[src/rtl/prod_accum.sv]
// Batch accumulator for unsigned multiplier products: IDLE -> ACCUM -> DONE handshake.
// Define PROD_ACCUM_SAT_EN to clamp the accumulator at 2^AW-1 instead of wrapping.
module prod_accum #(
  parameter int PW = 15,
  parameter int AW = 18
) (
  input  logic          clk,
  input  logic          reset_n,
  input  logic          start,
  input  logic [3:0]    len,
  input  logic [PW-1:0] prod,
  input  logic          prod_valid,
  output logic          prod_ready,
  output logic [AW-1:0] sum,
  output logic          sum_valid,
  input  logic          sum_ready,
  output logic          overflow,
  output logic          busy
);

  typedef enum logic [1:0] {
    IDLE  = 2'b00,
    ACCUM = 2'b01,
    DONE  = 2'b10
  } state_t;

  state_t        state_r;
  state_t        state_s;
  logic [AW-1:0] acc_r;
  logic [4:0]    cnt_r;
  logic [4:0]    len_r;
  logic          ovf_r;
  logic [AW-1:0] sum_r;
  logic          overflow_r;
  logic          xfer_s;
  logic          last_s;
  logic [AW:0]   add_s;

  // One accumulation step at AW+1 bits; bit AW is the carry that flags overflow.
  function automatic logic [AW:0] accum_step(input logic [AW-1:0] a, input logic [PW-1:0] p);
    logic [AW:0] wide;
    wide = {1'b0, a} + {{(AW + 1 - PW){1'b0}}, p};
`ifdef PROD_ACCUM_SAT_EN
    // Once clamped, any further nonzero product carries again, so the value stays pinned.
    if (wide[AW]) begin
      wide = {1'b1, {AW{1'b1}}};
    end else begin
      wide = wide;
    end
`endif
    return wide;
  endfunction

  assign xfer_s = prod_valid && (state_r == ACCUM);
  assign last_s = ((cnt_r + 5'd1) == len_r);
  assign add_s  = accum_step(acc_r, prod);

  // State register.
  always_ff @(posedge clk) begin
    if (!reset_n) begin
      state_r <= IDLE;
    end else begin
      state_r <= state_s;
    end
  end

  // Next-state decode.
  always_comb begin
    state_s = state_r;
    case (state_r)
      IDLE: begin
        if (start) state_s = ACCUM;
        else       state_s = IDLE;
      end
      ACCUM: begin
        if (xfer_s && last_s) state_s = DONE;
        else                  state_s = ACCUM;
      end
      DONE: begin
        if (sum_ready) state_s = IDLE;
        else           state_s = DONE;
      end
      default: state_s = IDLE;
    endcase
  end

  // Handshake outputs decoded from the state register only.
  always_comb begin
    prod_ready = 1'b0;
    sum_valid  = 1'b0;
    busy       = 1'b0;
    case (state_r)
      IDLE: begin
        prod_ready = 1'b0;
        sum_valid  = 1'b0;
        busy       = 1'b0;
      end
      ACCUM: begin
        prod_ready = 1'b1;
        sum_valid  = 1'b0;
        busy       = 1'b1;
      end
      DONE: begin
        prod_ready = 1'b0;
        sum_valid  = 1'b1;
        busy       = 1'b1;
      end
      default: begin
        prod_ready = 1'b0;
        sum_valid  = 1'b0;
        busy       = 1'b0;
      end
    endcase
  end

  // Datapath: the result register loads only on the final transfer so it holds across IDLE.
  always_ff @(posedge clk) begin
    if (!reset_n) begin
      acc_r      <= {AW{1'b0}};
      cnt_r      <= 5'd0;
      len_r      <= 5'd0;
      ovf_r      <= 1'b0;
      sum_r      <= {AW{1'b0}};
      overflow_r <= 1'b0;
    end else if ((state_r == IDLE) && start) begin
      acc_r <= {AW{1'b0}};
      cnt_r <= 5'd0;
      len_r <= {(len == 4'd0), len};
      ovf_r <= 1'b0;
    end else if (xfer_s) begin
      acc_r <= add_s[AW-1:0];
      cnt_r <= cnt_r + 5'd1;
      ovf_r <= ovf_r | add_s[AW];
      if (last_s) begin
        sum_r      <= add_s[AW-1:0];
        overflow_r <= ovf_r | add_s[AW];
      end else begin
        sum_r      <= sum_r;
        overflow_r <= overflow_r;
      end
    end else begin
      acc_r <= acc_r;
    end
  end

  assign sum      = sum_r;
  assign overflow = overflow_r;

endmodule

[config.mk]
export PLATFORM = sky130hd
export DESIGN_NAME = prod_accum
export DESIGN_NICKNAME = d
export VERILOG_FILES = /design/src/rtl/prod_accum.sv
export SDC_FILE = /design/constraint.sdc
export NUM_CORES = 1
export LEC_CHECK = 0
export CORE_MARGIN = 2
export CORE_UTILIZATION = 60
export CTS_CLUSTER_DIAMETER = 100
export CTS_CLUSTER_SIZE = 20
export DETAILED_ROUTE_END_ITERATION = 12
export DONT_BUFFER_PORTS = 1
export GPL_TIMING_DRIVEN = 0
export PLACE_DENSITY = 0.86
export SYNTH_ARGS = -nofsm -noshare
export SYNTH_HDL_FRONTEND = slang
export SYNTH_SLANG_ARGS = --single-unit
[constraint.sdc]
create_clock -name clk -period 3.17 [get_ports clk]
set_clock_uncertainty 0.2 [all_clocks]
set_input_delay 0.4755 -clock clk [delete_from_list [all_inputs] [get_ports clk]]
set_output_delay 0.4755 -clock clk [all_outputs]
set_load 0.01 [all_outputs]
# Word level (Yosys, flattened, before mapping)
# Cells that the tools add are included.
[classes]
addsub = 2
eq_ne = 3
mux = 7
n_bitwise = 3
reduce_logical = 8
[ops]
columns = ["operator", "count"]
rows = [
  ["$add A18 B15 Y19", 1],
  ["$pmux W2 S3", 1],
  ["$add A5 B1 Y5 const B", 1],
  ["$eq A5 B5 Y1", 1],
  ["$logic_not A4 Y1", 1],
  ["$mux W1", 4],
  ["$mux W2", 2],
  ["$reduce_or A2 Y1", 2],
  ["$logic_and A1 B1 Y1", 3],
  ["$reduce_and A3 Y1", 1],
  ["$eq A2 B1 Y1 const B", 1],
  ["$eq A2 B2 Y1 const B", 1],
  ["$logic_not A2 Y1", 1],
  ["$not A1 Y1", 2],
  ["$or A1 B1 Y1", 1],
]
[totals]
ff_bits = 50
inputBits = 24
output_inout_bits = 22
elab_cells = 30

# Logic depth before layout (Yosys ltp)
# Gate-level depths: netlist (run 1).
[depth]
depth_word = 5
mapped_depth = 10
depth_no_buf = 9

# Worst setup path after synthesis (run 1)
# OpenSTA, ideal clock, no wires.
[synth_path]
path_kind = "input-to-reg"
from = "input prod[0]"
to = "register ovf_r"
setup_time_ns = 0.068
arrival_time_ns = 2.467
required_time_ns = 2.902
path_slack_ns = 0.434
cell_stages = 9
path_buffers = 0
path_cell_list = "ha_1 inv_1 fa_1 and2b_1 o2111ai_2 a211o_1 a211o_1 a211o_1 a21oi_2"
[synth_via]
elab_chain_len = 2
[synth_rtl]
columns = ["element", "line", "source"]
rows = [
  ["start: declaration", "11", "input logic [PW-1:0] prod,"],
  ["$add A18 B15 Y19", "42", "wide = {1'b0, a} + {{(AW + 1 - PW){1'b0}}, p};"],
  ["$or A1 B1 Y1", "133", "ovf_r <= ovf_r | add_s[AW];"],
  ["end signal: assignment", "133", ""],
  ["end: declaration", "32", "logic ovf_r;"],
]
# Every way passes these cells.
# A chain may end at the register's enable or synchronous reset.

# Final worst setup path (run 1)
[layout_path]
from = "register acc_r[0]"
to = "register ovf_r"
[layout_via]
elab_chain_len = 2
[layout_rtl]
columns = ["element", "line", "source"]
rows = [
  ["start: declaration", "29", "logic [AW-1:0] acc_r;"],
  ["start signal: assignment", "119", "acc_r <= {AW{1'b0}};"],
  ["start signal: assignment", "126", "acc_r <= {AW{1'b0}};"],
  ["start signal: assignment", "131", "acc_r <= add_s[AW-1:0];"],
  ["$add A18 B15 Y19", "42", ""],
  ["$or A1 B1 Y1", "133", ""],
]
# Every way passes these cells.

==> flow_summary.yaml, run 1 <==
detailed_routing:
  vias_per_cell: 6.15
  dr_wl_met3_um: 430
  wl_met2_mm: 2.87
  routed.top_layer: "met4"
  wl_met1_mm: 2.72
  drtIter0Drc: 146
  wl_per_cell_um: 15.3
  drt_pass1_iterations: 4
  finalWirelength_mm: 6.15
  drc: 0
  ant_nets: 0
  vias: 2465
synth:
  synthSimpleGateAreaFrac_pct: 21.1
  synth_fp_nets: 385
  synth_commonest_cells: "dfxtp_1 (50), nand2_1 (47), a21oi_1 (32)"
  synth_cell_types: 57
  syn_area_um2: 2870
  async_flop_share_pct: 0
  yosys.area.top_type: "dfxtp_1"
  ys_top_cells_by_area: "dfxtp_1 (35%), ha_1 (8.7%), nand2_1 (6.1%)"
  synth_flop_cell: "dfxtp_1"
  synth_top_family_by_area: "compound AO/OA/AOI/OAI gates"
  synth_compound_area_share_pct: 22.8
  synth_most_common_cell: "dfxtp_1"
  synth_edf_count: 0
  yosysSeqAreaShare_pct: 34.8
  synth-xor-area-share_pct: 5.18
  synth_top_area_share_pct: 34.8
  syn_avg_cell_area_um2: 8.45
  synthAdderAreaFrac_pct: 9.41
  netlist_instances: 340
  synth-seq-cells: 50
  synth_mux_area_share_pct: 2.79
  yosysWarnings: 0
global_route:
  grt_pass1_vias: 2257
  antenna_found_initial: 0
  overflow: 0
  grt_pass1_wl_mm: 10.3
  grt_max_degree: 16
  grt_usage_pct: 24.6
placed_design:
  place.gp.congestion: 0.870
  io_buffers: 0
  hpwl_mm: 4.54
  place_area_um2: 2940
clock_tree:
  hold_buffers: 0
  clk_pin_slew_ns: 0.10
  cts_setup_buffers: 0
  htree_levels: 2
  root_buffer: "clkbuf_8"
  cts.repair.resized: 0
  cts_tree: "yes"
  cts_sinks: 50
  clockBufferDepth: 2
  cts_made_buffers: 5
  clock_latency_ns: 0.32
worst_setup_path:
  r2r_setup_slack_ns: 0.34
  r2r-start: "acc_r[0]"
  crit_path_cell_trace: "ha_1, inv_1, fa_1, and2b_1, o2111ai_2, a211o_1, a211o_1, a211o_1, a21oi_2"
  critPathKind: "register to register"
  path_buf_inv: 1
  cp_common_cell: "a211o_1"
  slowest_stage: "fa_1"
  cp.arrival_ns: 2.89
  start_kind: "register"
  crit_required_ns: 3.22
  critPathMaxFanout: 6
  max_stage_delay_ns: 0.40
  cp_top_family: "compound AO/OA/AOI/OAI gates"
  cp-end-kind: "register"
  crit_start: "acc_r[0]"
sta:
  finalHoldViolCount: 0
  min_period_ns: 2.83
  slew_headroom_pct: 44.5
  rsz0062_at_grt: "false"
  setup_violations: 0
  finalCritPeriodShare_pct: 89.3
  worstMarginPinSlew_ns: 0.832
  fin_tns_setup_ns: 0
  slew_viol_final: 0
  fmax_mhz: 353
layout:
  finalNetCount: 392
  area_growth_syn_to_layout_pct: 6.10
  nFillCells: 383
  drive_gt1_share_pct: 6.63
  final_cell_area_um2: 3050
  n_antenna_cell: 0
floorplanning:
  dieArea_um2: 5360
  die_w_um: 73.2
  coreArea_um2: 4660
  io_pins: 46
  start_util_pct: 61.6
  rows: 25
  dieHeight_um: 73.2
run_status:
  status: "completed"
run:
  cap_violations: 0
power:
  p_leak_nw: 1.15
  powerDensity_nw_per_um2: 415
  ir_drop_mv: 0.247
min_path:
  hp-class: "input port to register"
  hp-start: "len[0]"
-- metrics by stage --
step / std cells / power [mW] / util [%] / setup WS (ns) / hold WS [ns]
3_3_place_gp: 394 / 0.827 / 63.1 / 0.295 / 0.247
2_1_floorplan: 340 / 0.797 / - / 0.434 / 0.237
5_1_grt: 401 / 1.32 / 65.4 / 0.219 / 0.102
4_1_cts: 401 / 1.27 / 65.4 / 0.343 / 0.0927
6_report: 401 / 1.27 / 65.4 / 0.338 / 0.0942
3_5_place_dp: 394 / 0.832 / 63.1 / 0.231 / 0.253
-- area by class of cell --
type	instances	area (um2)	share of cell area, %
flip-flops and latches	50	1000	32.8
well taps	54	67.6	2.22
plain buffers	16	78.8	2.59
clock inverters	2	38.8	1.27
multi-input cells	265	1760	57.7
clock buffers	5	68.8	2.26
inverters	9	33.8	1.11
-- cells by family (layout without fill, tap and decap cells) --
logic type | count (synthesis) | after routing
buffers and inverters | 25 | 32
adder cells (fa/ha/maj) | 21 | 21
multiplexers | 8 | 8
AND/OR/NAND/NOR | 125 | 125
AO/OA/AOI/OAI | 94 | 94
XOR/XNOR | 17 | 17
flip-flops | 50 | 50
-- cell usage in the layout (no fill, tap or decap), types with 3 or more instances in the layout --
master    count
xor2_1        8
o21a_1        3
or4_1         3
nand2b_1      6
o31ai_1       4
nor2b_1       3
and2_1        4
a21oi_1      32
clkbuf_1      9
nand3_1      18
o22ai_1       4
a311oi_1      4
xnor2_1       9
nor2_1       20
clkbuf_8      5
and3_1        4
buf_2         3
mux2i_1       8
inv_1         8
nor4_1        3
nand2_1      47
dfxtp_1      50
o21ai_0      12
a211o_1       8
a211oi_1      4
a31oi_1       3
nand4_1       4
ha_1         20
or3_1         3
-- state kept, by name, summed over array words and instances, names as in the netlist --
register	flops
sum	18
ovf_r	1
acc_r	18
cnt_r	5
len_r	5
state_r	2
overflow	1
-- final timing paths --
kind	end	depth (start not counted)
setup / recovery	ovf_r	9
hold / removal	len_r[0]	2
setup reg to reg	ovf_r	9
hold reg to reg	acc_r[3]	2
-- worst reg2reg max path: stages (launching register included) --
cell and delay (ns):
dfxtp_1 0.35, ha_1 0.17, inv_1 0.06, fa_1 0.40
and2b_1 0.26, o2111ai_2 0.16, a211o_1 0.37, a211o_1 0.36
a211o_1 0.34, a21oi_2 0.13
-- report_power, final --
part | internal (mW) | switching, mW | leakage, nW
combinational | 0.0598 | 0.108 | 0.692
sequential | 0.641 | 0.0105 | 0.404
clock | 0.232 | 0.214 | 0.0542
total | 0.934 | 0.333 | 1.15
-- per-layer routing --
layer / up-vias / track usage, %
li1: 1254 / -
met1: 1139 / 30.9
met2: 62 / 39.8
met3: 10 / 5.80
met4: 0 / 10.9
met5: - / 0
Power figures use the tool's default switching activity.
==> run 2, diff against run 1 <==
--- a/config.mk
+++ b/config.mk
@@ -12,7 +12,7 @@
 export DETAILED_ROUTE_END_ITERATION = 12
 export DONT_BUFFER_PORTS = 1
 export GPL_TIMING_DRIVEN = 0
-export PLACE_DENSITY = 0.86
+export PLACE_DENSITY = 0.75
 export SYNTH_ARGS = -nofsm -noshare
 export SYNTH_HDL_FRONTEND = slang
 export SYNTH_SLANG_ARGS = --single-unit
==> run 2 against run 1 <==
Net effect:
- sequential cell count did not move
- critical path depth did not move
- non-clock buffer count did not move
- global-route usage rose by 1.3 points
- register-to-register slack improved by 0.04 ns
- clock-buffer cell count rose by 1
==> flow_summary.yaml, run 2 (synthesis results as in run 1) <==
detailed_routing:
  vias: 2430
  drt_pass1_iterations: 4
  finalWirelength_mm: 6.47
  wl_per_cell_um: 16.2
  ant_nets: 0
  vias_per_cell: 6.08
  drc: 0
  drtIter0Drc: 164
layout:
  mostFrequentLayoutCells: "dfxtp_1 (50), nand2_1 (47), a21oi_1 (32), nor2_1 (20), ha_1 (20)"
  final_common_cell: "dfxtp_1"
  drive_gt1_share_pct: 6.36
  finalNetCount: 392
  area_growth_syn_to_layout_pct: 5.23
  nFillCells: 415
  n_antenna_cell: 0
  seqCellArea_um2: 1000
  multiInputGateArea_um2: 1760
  final_cell_area_um2: 3020
placed_design:
  hpwl_mm: 4.66
  place.gp.congestion: 0.896
  io_buffers: 0
  place_ws_ns: 0.274
  place_area_um2: 2940
run:
  cap_violations: 0
worst_setup_path:
  start_kind: "register"
  crit_path_cell_trace: "ha_1, inv_1, fa_1, and2b_1, o2111ai_2, a211o_1, a211o_1, a211o_1, a21oi_2"
  critPathKind: "register to register"
  path_buf_inv: 1
  cp.arrival_ns: 2.84
  cp_common_cell: "a211o_1"
  crit_required_ns: 3.22
  cp_top_family: "compound AO/OA/AOI/OAI gates"
  r2r_setup_slack_ns: 0.38
  slowest_stage: "fa_1"
  critPathMaxFanout: 6
  max_stage_delay_ns: 0.40
  cp-end-kind: "register"
clock_tree:
  root_buffer: "clkbuf_8"
  htree_levels: 2
  cts.repair.resized: 0
  clk_pin_slew_ns: 0.09
  cts_tree: "yes"
  clockBufferDepth: 2
  cts_sinks: 50
  clock_latency_ns: 0.31
  hold_buffers: 0
  cts_made_buffers: 5
  cts_setup_buffers: 0
sta:
  holdWs_ns: 0.113
  min_period_ns: 2.79
  fmax_mhz: 358
  rsz0062_at_grt: "false"
  fin_tns_setup_ns: 0
  slew_headroom_pct: 41.6
  worstMarginPinSlew_ns: 0.876
  slew_viol_final: 0
  setup_ws_ns: 0.379
  finalCritPeriodShare_pct: 88.1
  finalHoldViolCount: 0
  setup_violations: 0
global_route:
  grt_pass1_wl_mm: 10.8
  grt_max_degree: 14
  grt_pass1_vias: 2378
  grt_usage_pct: 25.9
  overflow: 0
  antenna_found_initial: 0
power:
  powerDensity_nw_per_um2: 398
  power_mw: 1.20
  p_leak_nw: 1.14
  ir_drop_mv: 0.229
min_path:
  hp-class: "input port to register"
floorplanning:
  start_util_pct: 61.6
  die_w_um: 73.2
  dieHeight_um: 73.2
  coreArea_um2: 4660
  rows: 25
  io_pins: 46
  dieArea_um2: 5360
run_status:
  status: "completed"
[run 2: area by class of cell]
cell class / instances / area share [%]
Sequential cell: 50 / 33.1
Buffer: 16 / 2.61
Tap cell: 54 / 2.24
Inverter: 9 / 1.12
Multi-Input combinational cell: 265 / 58.2
Clock buffer: 6 / 2.73
[run 2: path summary, 6_finish.rpt]
path | startpoint | end | cells past startpoint
max reg2reg | acc_r[0] | ovf_r | 9
max | acc_r[0] | ovf_r | 9
min reg2reg | acc_r[3] | acc_r[3] | 2
min | len[3] | len_r[3] | 2
[run 2: power by group]
part	leakage, nW	internal (mW)	switching (mW)
sequential	0.404	0.641	0.0106
clock	0.0431	0.169	0.212
combinational	0.692	0.0597	0.109
[run 2: metal layers]
metal / track usage, % / part of all wire [%]
met1: 33.7 / 46
met2: 42.4 / 47
met3: 7.04 / 5.6
met4: 6.38 / 1.4
met5: 0 / 0
[run 2: per-stage QoR]
step | instances | util [%]
3_5_place_dp | 394 | 63.1
4_1_cts | 400 | 64.9
2_1_floorplan | 340 | -
6_report | 400 | 64.9
5_1_grt | 400 | 64.9
3_3_place_gp | 394 | 63.1
